==> config.mk <==
export PLATFORM = sky130hd
export DESIGN_NAME = out_port_fifo_flat
export DESIGN_NICKNAME = d
export VERILOG_FILES = /design/src/rtl/out_port_fifo_if.sv /design/src/rtl/out_port_fifo.sv /design/src/flat_wrapper.sv
export SDC_FILE = /design/constraint.sdc
export NUM_CORES = 1
export LEC_CHECK = 0
export BUFFER_PORTS_ARGS = -buffer_cell sky130_fd_sc_hd__buf_4
export CAP_MARGIN = 10
export CORE_ASPECT_RATIO = 1.25
export CORE_UTILIZATION = 25
export DETAILED_ROUTE_END_ITERATION = 7
export GPL_TIMING_DRIVEN = 0
export MAX_ROUTING_LAYER = met4
export PLACE_DENSITY = 0.49
export SLEW_MARGIN = 20
export SYNTH_ARGS = -nofsm -noshare
export SYNTH_HDL_FRONTEND = slang
export SYNTH_SLANG_ARGS = --single-unit
export TNS_END_PERCENT = 50
==> constraint.sdc <==
create_clock -name clk -period 5.9 [get_ports clk]
set_input_delay 0.295 -clock clk [delete_from_list [all_inputs] [get_ports clk]]
set_output_delay 0.295 -clock clk [all_outputs]
set_load 0.005 [all_outputs]
==> src/rtl/out_port_fifo_if.sv <==
// Handshake bundle between the CPU output port, the output FIFO and its downstream consumer.
// The slave modport is the FIFO's view; the master modport is the producer/consumer side.
interface out_port_fifo_if #(
  parameter int DEPTH  = 8,
  parameter int DATA_W = 64
) ();
  localparam int CW = $clog2(DEPTH) + 1;

  logic              out_signal;
  logic [DATA_W-1:0] out_data;
  logic              cpu_halt;
  logic              m_valid;
  logic [DATA_W-1:0] m_data;
  logic              m_ready;
  logic [CW-1:0]     count;
  logic              full;
  logic              overflow;
  logic              drained;

  modport slave (
    input  out_signal, out_data, cpu_halt, m_ready,
    output m_valid, m_data, count, full, overflow, drained
  );

  modport master (
    output out_signal, out_data, cpu_halt, m_ready,
    input  m_valid, m_data, count, full, overflow, drained
  );
endinterface

==> src/rtl/out_port_fifo.sv <==
// Output-port FIFO: buffers CPU out_signal/out_data writes and drains them over valid/ready.
// Define OUT_PORT_FIFO_EDGE_EN to push once per rising edge of out_signal instead of every high cycle.
module out_port_fifo #(
  parameter int DEPTH  = 8,
  parameter int DATA_W = 64
) (
  input  logic            clk,
  input  logic            reset,
  out_port_fifo_if.slave  bus
);
  localparam int AW = $clog2(DEPTH);
  localparam int CW = AW + 1;
  localparam logic [CW-1:0] FULL_CNT = CW'(DEPTH);

  logic [DATA_W-1:0] r_mem [DEPTH];
  logic [AW-1:0]     r_wr_ptr;
  logic [AW-1:0]     r_rd_ptr;
  logic [CW-1:0]     r_count;
  logic              r_overflow;
  logic              r_drained;

  logic              w_push_req;
  logic              w_empty;
  logic              w_full;
  logic              w_pop;
  logic              w_push;
  logic              w_drop;
  logic [CW-1:0]     w_count_next;

`ifdef OUT_PORT_FIFO_EDGE_EN
  logic r_sig_q;

  always_ff @(posedge clk) begin
    if (!reset) r_sig_q <= 1'b0;
    else        r_sig_q <= bus.out_signal;
  end

  assign w_push_req = bus.out_signal && !r_sig_q;
`else
  assign w_push_req = bus.out_signal;
`endif

  assign w_empty = (r_count == '0);
  assign w_full  = (r_count == FULL_CNT);
  assign w_pop   = !w_empty && bus.m_ready;
  // A full FIFO still accepts a write when the head leaves on the same edge.
  assign w_push  = w_push_req && (!w_full || w_pop);
  assign w_drop  = w_push_req && w_full && !w_pop;

  always_comb begin
    w_count_next = r_count;
    case ({w_push, w_pop})
      2'b10:   w_count_next = r_count + CW'(1);
      2'b01:   w_count_next = r_count - CW'(1);
      default: w_count_next = r_count;
    endcase
  end

  always_ff @(posedge clk) begin
    if (!reset) begin
      r_wr_ptr   <= '0;
      r_rd_ptr   <= '0;
      r_count    <= '0;
      r_overflow <= 1'b0;
      r_drained  <= 1'b0;
    end else begin
      if (w_push) r_wr_ptr <= r_wr_ptr + AW'(1);
      if (w_pop)  r_rd_ptr <= r_rd_ptr + AW'(1);
      r_count   <= w_count_next;
      if (w_drop) r_overflow <= 1'b1;
      r_drained <= bus.cpu_halt && (w_count_next == '0);
    end
  end

  // Storage carries no reset; stale words are masked by count on the output.
  always_ff @(posedge clk) begin
    if (reset && w_push) r_mem[r_wr_ptr] <= bus.out_data;
  end

  assign bus.m_valid  = !w_empty;
  assign bus.m_data   = w_empty ? '0 : r_mem[r_rd_ptr];
  assign bus.count    = r_count;
  assign bus.full     = w_full;
  assign bus.overflow = r_overflow;
  assign bus.drained  = r_drained;
endmodule

==> src/flat_wrapper.sv <==
// flat-port wrapper written by rule: the top's interface ports become plain ports
module out_port_fifo_flat 
#(
  parameter int DEPTH  = 8,
  parameter int DATA_W = 64
)
  (clk, reset, bus_out_signal, bus_out_data, bus_cpu_halt, bus_m_ready, bus_m_valid, bus_m_data, bus_count, bus_full, bus_overflow, bus_drained);
  out_port_fifo_if #(.DEPTH(DEPTH), .DATA_W(DATA_W)) bus_i ();
  input  logic clk;
  input  logic reset;
  input wire logic [$bits(bus_i.out_signal)-1:0] bus_out_signal;
  input wire logic [$bits(bus_i.out_data)-1:0] bus_out_data;
  input wire logic [$bits(bus_i.cpu_halt)-1:0] bus_cpu_halt;
  input wire logic [$bits(bus_i.m_ready)-1:0] bus_m_ready;
  output wire logic [$bits(bus_i.m_valid)-1:0] bus_m_valid;
  output wire logic [$bits(bus_i.m_data)-1:0] bus_m_data;
  output wire logic [$bits(bus_i.count)-1:0] bus_count;
  output wire logic [$bits(bus_i.full)-1:0] bus_full;
  output wire logic [$bits(bus_i.overflow)-1:0] bus_overflow;
  output wire logic [$bits(bus_i.drained)-1:0] bus_drained;
  assign bus_i.out_signal = bus_out_signal;
  assign bus_i.out_data = bus_out_data;
  assign bus_i.cpu_halt = bus_cpu_halt;
  assign bus_i.m_ready = bus_m_ready;
  assign bus_m_valid = bus_i.m_valid;
  assign bus_m_data = bus_i.m_data;
  assign bus_count = bus_i.count;
  assign bus_full = bus_i.full;
  assign bus_overflow = bus_i.overflow;
  assign bus_drained = bus_i.drained;
  out_port_fifo #(.DEPTH(DEPTH), .DATA_W(DATA_W)) u_core (.clk(clk), .reset(reset), .bus(bus_i));
endmodule
* Word level (Yosys, flattened, before mapping) *
Memory sizes are Yosys's and may differ from the RTL's. A register that Yosys moved wholly into a read port is not among the register bits.
Cells that the tools add are included.

storage, ports and cells
  RAM bits = 512
  input port bits = 69
  register bits after elaboration = 12
  memories kept = 1

operators by class
  add/subtract/negate cells = 4
  reductions and logical operators = 12
  mux-type cells = 6
  equal/unequal tests = 3

memory list
  name          depth  width  read ports  clocked after memory_dff  write ports  RTL line             text
  u_core.r_mem  8      64     1           1                         1            out_port_fifo.sv:15  logic [DATA_W-1:0] r_mem [DEPTH];

operators with widths
  operator                                          number
  2-to-1 mux 64 bit                                 1
  zero test 4 bit                                   2
  one-hot mux 4 bit (2 select lines)                1
  adder 3 x 1 -> 3 bit, second input constant       2
  logical AND 1 bit                                 6
  2-to-1 mux 3 bit                                  2
  adder 4 x 1 -> 4 bit, second input constant       1
  == test 4 bit, second input constant              1
  subtractor 4 x 1 -> 4 bit, second input constant  1
  zero test 1 bit                                   3
  == test 2 x 1 -> 1 bit, second input constant     1
  == test 2 bit, second input constant              1
  2-to-1 mux 1 bit                                  2
  logical OR 1 bit                                  1

* Depth between registers and ports, before layout *
  depth after elaboration = 9
  mapped depth = 8
  mapped depth without buffers = 8

* Worst setup path after synthesis *
No wires, ideal clock.

  path type = in2reg
  start point = input port bus_m_ready
  end point = memory u_core.r_mem[0][0] (enable)
  library setup time = 0.565 ns
  data arrival time = 5.512 ns
  cell stages on the path = 5
  required time = 5.335 ns
  path slack = -0.177 ns
  path buffers = 1
  cell sequence = clkbuf_1 nand2b_1 o21ai_1 or2_2 nor3_1

between the ends
  word-level cells in the longest chain between the ends = 6

RTL lines
  what                                    RTL line             text
  start, declared                         flat_wrapper.sv:14   input wire logic [$bits(bus_i.m_ready)-1:0] bus_m_ready;
  logical AND 1 bit                       out_port_fifo.sv:45  assign w_pop = !w_empty && bus.m_ready;
  logical OR 1 bit                        out_port_fifo.sv:47  assign w_push = w_push_req && (!w_full || w_pop);
  logical AND 1 bit                       out_port_fifo.sv:47
  logical AND 1 bit                       out_port_fifo.sv:77  if (reset && w_push) r_mem[r_wr_ptr] <= bus.out_data;
  2-to-1 mux 1 bit                        out_port_fifo.sv:77
  2-to-1 mux 1 bit (not written as such)  out_port_fifo.sv:77
  end, declared                           out_port_fifo.sv:15

Every way passes these cells.

==> results.md <==
- The flow ran to the end, and the final reports show no timing, DRC or antenna violations.
- The worst setup path is launched from a register.
- Routability-driven placement finished with a final weighted congestion of 0.690.
- The height of the chip is 319 um.
- Data on the critical path is required at its endpoint by 5.61 ns.
- The clock tree synthesis step divided the H-tree into 2 levels.
- For the worst setup path, the data arrival time is 3.30 ns.
- IR analysis of the VDD net gives a maximum drop of 237 uV.
- The type of the worst min-delay path is in -> reg.
- Setup slack on the worst reg-to-reg path comes out at 2.83 ns.
- The number of global-route vias before repair is 10800.
- The fraction of final layout cells with drive strength greater than 1 is 34.5%.
- The number of nets handed over by synthesis was 973.
- Max-cap violations in this run came to 0.
- Overall power consumption after layout is estimated at 9.22 mW.
- The number of nets in the final layout is 1293.
- The hold path depth is 4.
- The starting density of the core is 25.4%.
- The number of gates given a new drive strength after cts is 0.
- The endpoint of the worst-slack reg-to-reg timing path is u_core.r_mem[0][32]$_DFFE_PP_.
- By count the netlist is led by edfxtp_1, mux4_2, nor2_1, mux2i_1, clkbuf_1.
- Each instance of the synthesized netlist takes up on average 22.3 um2.
- The detailed router finished its first iteration with 670 violations.
- The synthesized netlist cell count is 901.
- Dividing total power by cell area gives a power density of 362 mW/mm2.
- The number of warning messages in the yosys log is 0.
- The final total negative setup slack is 0 ns.
- Setup repair after global routing left no endpoint under its margin.
- In the post-route analysis, the smallest setup slack over all paths is 2.31 ns.
- The longest individual stage delay on the worst path is 0.78 ns.
- The number of buffer and inverter instances along the worst setup path is 3.
- The detail-routed via count per cell is 4.26.
- In the final routed layout, each cell accounts on average for 20.8 um.
- The biggest area consumer among synthesized cells is edfxtp_1.
- By startpoint and endpoint, the worst setup path is classified as reg -> out.
- The wire-length estimate of the detail-placed layout is 31500 um.
- Global routing consumed, over all layers together, 12.3% of the routing resources.
- The unique cell type count in the Yosys netlist is 34.
- The detailed router placed 9877 vias in this run.
- TritonCTS built the clock tree.
- The horizontal extent of the die is 256 um.
- Compared with the post-synthesis result, the final layout area differs by 26.9%.
- The first global-routing pass estimated 71800 um of wire.
- The synthesized area is 0.0201 mm2.
- Of all nets on the critical path, the largest fanout is 13.
- The family with the most delay on the worst path is buffers and inverters.
- Clock latency on the worst-skew pair, taken at its later pin, is 0.59 ns.
- The number of search-and-repair iterations in the first detailed-routing pass is 4.
- The worst reg2reg path depth is 9.
- The number of CTS-inserted buffers is 51.
- Yosys mapped a number of flops with a built-in enable equal to 512.
- By area the synthesized netlist is led by edfxtp_1, mux4_2, mux2i_1.
- The remaining max-slew budget at the tightest pin is 29.6%.
- The final setup violation count is 0.
- The number of antenna violations at the first check in global routing is 2.
- The pin slew with the least headroom to its limit is 1.06 ns.
- The startpoint of the most critical register-to-register path is u_core.bus.count[0]$_SDFF_PN0_.
- The clock-pin slew on the worst setup and hold paths is 0.06 ns.
- The final hold violation count came to 0.
- The worst path needs 3.59 ns of the cycle, external delays included.
- The number of core rows is 115.
- The total of buffers placed on input and output ports is 139.
- The leading register cell type out of synthesis is edfxtp_1.
- The worst-case hold path end point is u_core.bus.count[3]$_SDFF_PN0_.
- Timing would allow up to 278 MHz.
- The most repeated cell in the gate-level netlist after synthesis is edfxtp_1.
- In the synthesized netlist the async set-or-reset flop fraction comes to 0%.
- The number of buffers inserted to repair setup after CTS is 0.
- The area share of the largest cell type after synthesis is 76.6%.
- The tree is rooted in a clkbuf_16.
- The pin count of the biggest net entering global routing is 19.
- The static leakage is 8.11 nW.
- The final antenna-violating net count is 0.
- The critical path goes through clkbuf_1, buf_2, mux4_2, mux2i_1, nor2_1, buf_4.
- The top-level port count is 141.
- The maximum clock insertion buffer count is 3.
- Prior to clock tree synthesis, the placed netlist has a worst setup slack of 2.69 ns.
- The clock arrives with 0.0108 ns of skew.
- The final-report max-slew violation count is 0.
- The overall die area is 0.0815 mm2.
- CTS saw 527 sinks.
- After detailed routing, the total wire length is 48100 um.
- The final routed DRC violation total is 0.
- The post-layout utilization of the core is 32.2%.
- The share of the yosys chip area belonging to registers is 78.0%.
- Global routing finished with a remaining overflow of 0.
- The worst setup path is captured at a primary output.
- The share of the clock period used by the worst path after layout is 60.9%.
- In this run the standard cell core region covers 0.0791 mm2.
- On the final layout, the worst hold slack is 0.165 ns.
- The slowest stage of the critical path is the clkbuf_1 cell.
- The worst hold path begins at bus_out_signal.
- The number of storage elements in the synthesis netlist is 527.
==> where the power goes <==
part	total [mW]	leakage, nW	internal [mW]	switching (mW)
clock network	3.08	0.756	1.72	1.36
logic	1.94	2.61	0.945	0.996
registers	4.20	4.75	4.17	0.0306
total	9.22	8.11	6.83	2.39
==> sequential cells by signal, indices dropped and copies added (netlist names), named ones only <==
signal               flops
u_core.r_mem           512
u_core.bus.drained       1
u_core.r_wr_ptr          3
u_core.bus.overflow      1
u_core.bus.count         4
u_core.r_rd_ptr          3
==> through the flow <==
stage / area, um2 / instances
after floorplan: 20100 / 901
after global placement: 22400 / 2093
after detailed placement: 23300 / 2155
after CTS: 25500 / 2314
after global routing: 25500 / 2315
final: 25500 / 2318
==> logic make-up (layout without fill, tap and decap cells) <==
kind of cell | after synthesis | count (layout) | share of synthesized area [%]
mux | 195 | 195 | 17.7
compound gates | 14 | 14 | 0.473
simple gates | 105 | 105 | 2.28
other cells | 0 | 4 | 0
buf+inv | 52 | 412 | 1.10
fa+ha+maj | 3 | 3 | 0.187
flops | 527 | 527 | 78.0
xor+xnor | 5 | 5 | 0.218
==> worst reg2reg max path, stage by stage (launching register included) <==
cell	delay (ns)
dfxtp_1	0.52
or3_1	0.23
o21ai_1	0.12
or2_2	0.40
nor3_2	0.40
buf_4	0.28
buf_4	0.22
buf_4	0.22
buf_4	0.23
buf_6	0.17
==> cell type report <==
type	instances	area (um2)
Clock inverter	25	179
Antenna cell	4	10.0
Tap cell	1053	1320
Timing Repair Buffer	267	2470
Buffer	46	201
Inverter	6	22.5
Clock buffer	68	1370
Multi-Input combinational cell	322	4240
Fill cell	7677	53700
Sequential cell	527	15700
==> cell usage in the layout (no fill, tap or decap), drive strengths merged, types with 9 or more instances in the layout <==
cell         count
buf            224
clkbuf          91
clkinv          18
dfxtp           15
dlygate4sd3     66
edfxtp         512
inv              9
mux2i           67
mux4           128
nor2            76
==> worst max-delay path by stage <==
stage,from,endpoint,slack [ns],depth (start not counted)
after floorplan,bus_m_ready,u_core.r_mem[0][0]$_DFFE_PP_,-0.18,5
after global placement,bus_m_ready,u_core.r_mem[0][32]$_DFFE_PP_,-6.04,5
after detailed placement,bus_m_ready,u_core.r_mem[0][32]$_DFFE_PP_,2.69,10
after CTS,register,bus_m_data[2],2.12,6
after global routing,register,bus_m_data[1],2.07,6
final,register,bus_m_data[1],2.31,6
==> what timing repair did <==
| item | 4_1_cts | 5_1_grt |
|---|---|---|
| hold endpoints to repair | 515 | 0 |
| hold buffers | 66 | 0 |
| endpoints found under the setup margin | 0 | 0 |
==> routing by layer <==
metal	vias up	routed length [um]	GRT usage, %
met2	199	24000	20.3
met5	-	0	-
met3	61	2020	2.07
met4	0	945	3.34
li1	4388	-	-
met1	5229	21100	15.5
Note: power is estimated with default switching activity, not from simulation.
